**src/rtl/regfile_wb_sink.sv**
```systemverilog
// Architectural register file at the write-back end of the no-forwarding pipeline.
// Two combinational read ports with write-through of the current write-back, a
// per-register pending-write scoreboard that drives the RAW stall, and halt drain.
module regfile_wb_sink #(
  parameter int unsigned DATA          = 32,
  parameter int unsigned REGISTERWIDTH = 5,
  parameter int unsigned REGCOUNT      = 2 ** REGISTERWIDTH,
  parameter int unsigned PENDW         = 2
) (
  input  logic                     clk,
  input  logic                     reset,
  input  logic                     wbEn,
  input  logic [REGISTERWIDTH-1:0] wbRd,
  input  logic [DATA-1:0]          wbData,
  input  logic [REGISTERWIDTH-1:0] rs,
  input  logic [REGISTERWIDTH-1:0] rt,
  input  logic                     useRs,
  input  logic                     useRt,
  input  logic                     issueValid,
  input  logic                     issueWrites,
  input  logic [REGISTERWIDTH-1:0] issueRd,
  input  logic                     haltIn,
  output logic [DATA-1:0]          rsData,
  output logic [DATA-1:0]          rtData,
  output logic                     stall,
  output logic                     drained
);

  localparam logic [PENDW-1:0] CntMax = '1;
  localparam logic [PENDW-1:0] CntOne = PENDW'(1);

  logic [DATA-1:0]  regs_q [REGCOUNT];
  logic [PENDW-1:0] cnt_q  [REGCOUNT];
  logic [PENDW-1:0] cnt_d  [REGCOUNT];
  logic             halt_seen_q, halt_seen_d;
  logic             drained_q, drained_d;

  logic             wb_live;
  logic [PENDW-1:0] eff_rs, eff_rt;
  logic             haz_rs, haz_rt, haz_sat;
  logic             accept, inc;
  logic             all_zero_d;

  // A write-back to $0 is architecturally a no-op: no data, no retire.
  assign wb_live = wbEn && (wbRd != '0);

  // Read ports with write-through; $0 is hardwired to zero and reset forces zero.
  always_comb begin
    rsData = '0;
    rtData = '0;
    if (!reset && rs != '0) rsData = (wbEn && wbRd == rs) ? wbData : regs_q[rs];
    if (!reset && rt != '0) rtData = (wbEn && wbRd == rt) ? wbData : regs_q[rt];
  end

  // Hazard detection: a producer retiring this cycle no longer counts as pending.
  always_comb begin
    eff_rs  = cnt_q[rs] - PENDW'(wbEn && wbRd == rs);
    eff_rt  = cnt_q[rt] - PENDW'(wbEn && wbRd == rt);
    haz_rs  = useRs && (rs != '0) && (eff_rs != '0);
    haz_rt  = useRt && (rt != '0) && (eff_rt != '0);
    // Saturation uses the raw count so a counter can never wrap.
    haz_sat = issueWrites && (issueRd != '0) && (cnt_q[issueRd] == CntMax);
    stall   = !reset && (halt_seen_q || (issueValid && (haz_rs || haz_rt || haz_sat)));
    accept  = issueValid && !stall;
    inc     = accept && issueWrites && (issueRd != '0);
  end

  // Scoreboard next state: issue increments, retire decrements, both cancel out.
  always_comb begin
    all_zero_d = 1'b1;
    for (int r = 0; r < int'(REGCOUNT); r++) begin
      logic inc_r, dec_r;
      inc_r    = inc && (issueRd == REGISTERWIDTH'(r));
      dec_r    = wb_live && (wbRd == REGISTERWIDTH'(r));
      cnt_d[r] = cnt_q[r];
      if (inc_r && !dec_r) begin
        cnt_d[r] = cnt_q[r] + CntOne;
      end else if (dec_r && !inc_r && cnt_q[r] != '0) begin
        cnt_d[r] = cnt_q[r] - CntOne;
      end
      if (cnt_d[r] != '0) all_zero_d = 1'b0;
    end
    halt_seen_d = halt_seen_q || (accept && haltIn);
    drained_d   = halt_seen_d && all_zero_d;
  end

  // Register array update from the write-back stage.
  always_ff @(posedge clk or posedge reset) begin
    if (reset) begin
      for (int r = 0; r < int'(REGCOUNT); r++) regs_q[r] <= '0;
    end else if (wb_live) begin
      regs_q[wbRd] <= wbData;
    end
  end

  // Scoreboard counters, sticky halt flag and registered drain indication.
  always_ff @(posedge clk or posedge reset) begin
    if (reset) begin
      for (int r = 0; r < int'(REGCOUNT); r++) cnt_q[r] <= '0;
      halt_seen_q <= 1'b0;
      drained_q   <= 1'b0;
    end else begin
      for (int r = 0; r < int'(REGCOUNT); r++) cnt_q[r] <= cnt_d[r];
      halt_seen_q <= halt_seen_d;
      drained_q   <= drained_d;
    end
  end

  assign drained = drained_q;

  // A retire must always match an earlier issue to the same register.
  wb_has_pending_a: assert property (@(posedge clk) disable iff (reset)
    wb_live |-> (cnt_q[wbRd] != '0));

endmodule

```
**config.mk**
```make
export PLATFORM = sky130hd
export DESIGN_NAME = regfile_wb_sink
export DESIGN_NICKNAME = d
export VERILOG_FILES = /design/src/rtl/regfile_wb_sink.sv
export SDC_FILE = /design/constraint.sdc
export NUM_CORES = 2
export LEC_CHECK = 0
export CORE_MARGIN = 4
export CORE_UTILIZATION = 29
export CTS_CLUSTER_DIAMETER = 30
export DETAILED_ROUTE_END_ITERATION = 6
export HOLD_SLACK_MARGIN = 0.08
export PLACE_DENSITY_LB_ADDON = 0.2
export SYNTH_ARGS = -nofsm -noshare
export SYNTH_HDL_FRONTEND = slang
export SYNTH_SLANG_ARGS = --single-unit
```
**constraint.sdc**
```tcl
create_clock -name clk -period 50.2 [get_ports clk]
set_clock_uncertainty 0.1 [all_clocks]
set_input_delay 7.53 -clock clk [delete_from_list [all_inputs] [get_ports clk]]
set_output_delay 7.53 -clock clk [all_outputs]
set_load 0.005 [all_outputs]
```
==> impl_metrics.tcl <==
set metrics [dict create \
    grt.total_usage_pct 21.0 \
    required_ps 42570 \
    layout-drive-gt1-share_pct 38.4 \
    via_count 43681 \
    drc 4 \
    ant_nets 0 \
    violations "design-rule violations" \
    routed_via_density 5.52 \
    dr_wl_met3_mm 16.5 \
    endpoint_kind "output pin" \
    p_leak_nw 33.0 \
    synth_fa_ha_area_share_pct 0.633 \
    cts_resized 0 \
    slew_headroom_pct 17.3 \
    synth_top_family_by_area "multiplexers" \
    cpMaxStageDelayCell "buf_4" \
    cts_sinks 1090 \
    hp-start "regs_q[1008]" \
    ys_warn_count 0 \
    r2r_slack_ps 44710 \
    gp_congestion 0.854 \
    layout_commonest_cell "nand2_1" \
    setup_tns_ps 0 \
    synthMuxAreaShare_pct 38.2 \
    area_growth_syn_to_layout_pct 22.3 \
    worst-path-max-fanout 94 \
    hold_viol 0 \
    post-cts-setup-buffers 0 \
    ir_drop_uv 36.9 \
    synth_area_per_cell_um2 12.7 \
    whs_ps 291 \
    cp-start-kind "primary input" \
    post_drt_wl_per_cell_um 29.2 \
    synth_top_area_share_pct 44.5 \
    grt_pass1_vias 44165 \
    cts_tree "built" \
    rows 168 \
    ys_dominant_reg_cell "dfrtp_1" \
    synth_compound_gate_area_share_pct 3.15 \
    nNetsFinal 4987 \
    final.fill_count 20368 \
    reg2reg_from "cnt_q[19]" \
    root_buffer "clkbuf_16" \
    antenna_found_initial 15 \
    async_reset_ff_share_pct 100 \
    drt_iter0_markers 4523 \
    drt_wl_total_mm 231 \
    syn_nets 4923 \
    layout_min_cycle_time_ps 20070 \
    dr.pass1.iters 7 \
    synth_cells 4832 \
    cp_data_arrival_time_ps 12440 \
    outcome "finished with violations" \
    final-setup-viol-count 0 \
    hpwl_mm 127 \
    max_cap_violations 0 \
    port_buffers 125 \
    overflow 0 \
    grt_max_degree 160 \
    ys_types 75 \
    core_um2 210000 \
    top_layer_used "met5" \
    rr_endpoint "drained" \
    met1Wirelength_mm 105 \
    insertion_delay_ps 880 \
    powerDensity_nw_per_um2 48.7 \
    synth-seq-cells 1090 \
    fp.dieH_um 468 \
    initial_core_util_pct 29.2 \
    crit_chain "buf_8, buf_12, buf_4, buf_4, mux4_2, mux4_2, mux2i_1, a211oi_1, clkdlybuf4s50_1" \
    seq_area_frac_synth_pct 44.5 \
    rsz0062_at_grt "false" \
    syn_area_um2 61200 \
    hold_class "reg2reg" \
    drv_slew 0 \
    synth_top_cell_by_area "dfrtp_1" \
    dr_wl_met2_mm 102 \
    hold_end "regs_q[1008]" \
    cpPeakStageDelay_ps 810 \
    fin_crit_sh_pct 40.0 \
    ff2ff_path_depth 15 \
    tightestPinTransition_ps 1240 \
    synthXorXnorAreaFrac_pct 0.601 \
    grt_pass1_wl_mm 332 \
    cts_hold_buf 0 \
    cts_buffers 287 \
    synth_edf_count 0 \
    path_clk_slew_ps 40 \
    final_cell_mix "1108 x nand2_1, 1090 x dfrtp_1, 664 x mux4_2" \
    htree_num_levels 5 \
    fmax_mhz 49.8 \
    die_x_um 468 \
    synthTopCellsByArea "dfrtp_1 45%, mux4_2 24%, mux2_2 12%" \
    cts_max_path_buffers 4 \
    io_pins 126 \
    die_area_um2 219000 \
    hold_depth 0 \
    yosys.area_share.simple_pct 9.35 \
    critical_path_class "in2out" \
]
==> kinds of logic (layout without fill, tap and decap cells) <==
logic type,Yosys count,in the layout
flip-flops,1090,1090
XOR/XNOR,42,42
AO/OA/AOI/OAI,262,262
other,0,2
AND/OR/NAND/NOR,1421,1421
buffers and inverters,557,831
adder cells (fa/ha/maj),31,31
multiplexers,1429,1429
==> flip-flops by register name (all words and copies together) (netlist names) <==
signal,flops
cnt_q,64
drained,1
halt_seen_q,1
regs_q,1024
==> report_power, final <==
group	leakage, nW	switching [mW]	internal (mW)	total, mW
Sequential	14.0	0.151	1.06	1.21
Combinational	14.3	0.288	0.366	0.654
Clock	4.63	0.552	1.24	1.79
Total	33.0	0.991	2.66	3.65
==> how the worst max path moves through the flow <==
stage | start | to | slack [ps] | depth (start not counted)
detailed placement | rt[0] | rtData[10] | 30000 | 9
CTS | rt[0] | rtData[10] | 30000 | 9
global route | rt[0] | rtData[9] | 29730 | 9
global placement | rt[0] | rtData[10] | 30030 | 9
finish | rt[0] | rtData[10] | 30130 | 9
floorplan | reset | rtData[0] | 3780 | 4
==> per-stage QoR <==
stage / area, um^2 / worst slack (ps) / power, mW / utilization, % / cells
after CTS: 74900 / 30000 / 3.68 / 35.7 / 7911
after global placement: 65500 / 30030 / 1.85 / 31.2 / 7412
after global routing: 74900 / 29730 / 3.80 / 35.7 / 7912
after detailed placement: 65500 / 30000 / 1.87 / 31.2 / 7412
final: 74900 / 30130 / 3.65 / 35.7 / 7913
after floorplan: 61200 / 3780 / 1.66 / - / 4832
==> critical path, delay by kind of cell <==
kind	cells	cell delay, ps
AO/OA/AOI/OAI	1	200
multiplexers	3	1350
buffers and inverters	5	3090
==> per-layer routing <==
layer | vias up | GRT usage [%]
li1 | 17996 | -
met1 | 23495 | 30.6
met2 | 1785 | 31.1
met3 | 403 | 4.05
met4 | 2 | 7.17
met5 | - | 0
==> cell usage after synthesis, types with 22 or more instances <==
master    count
ha_1         31
xnor2_1      34
nand2_1    1125
a21oi_1      35
mux2_2      640
a211oi_1     69
a22oi_1      22
nand3_1      33
buf_1        58
nor2_1      141
inv_1        79
nor3_1       24
mux4_2      664
mux2i_1     125
clkbuf_1    402
dfrtp_1    1090
==> area by class of cell <==
| class | count | area [um^2] | share of cell area, % |
|---|---|---|---|
| multi-input cells | 3185 | 32200 | 43.0 |
| flip-flops and latches | 1090 | 27300 | 36.4 |
| clock buffers | 381 | 8110 | 10.8 |
| well taps | 2805 | 3510 | 4.68 |
| repair buffers | 251 | 2250 | 3.00 |
| clock inverters | 118 | 1270 | 1.70 |
| inverters | 81 | 313 | 0.417 |
| diodes | 2 | 5.00 | 0.00668 |
Note: power is estimated with default switching activity, not from simulation.
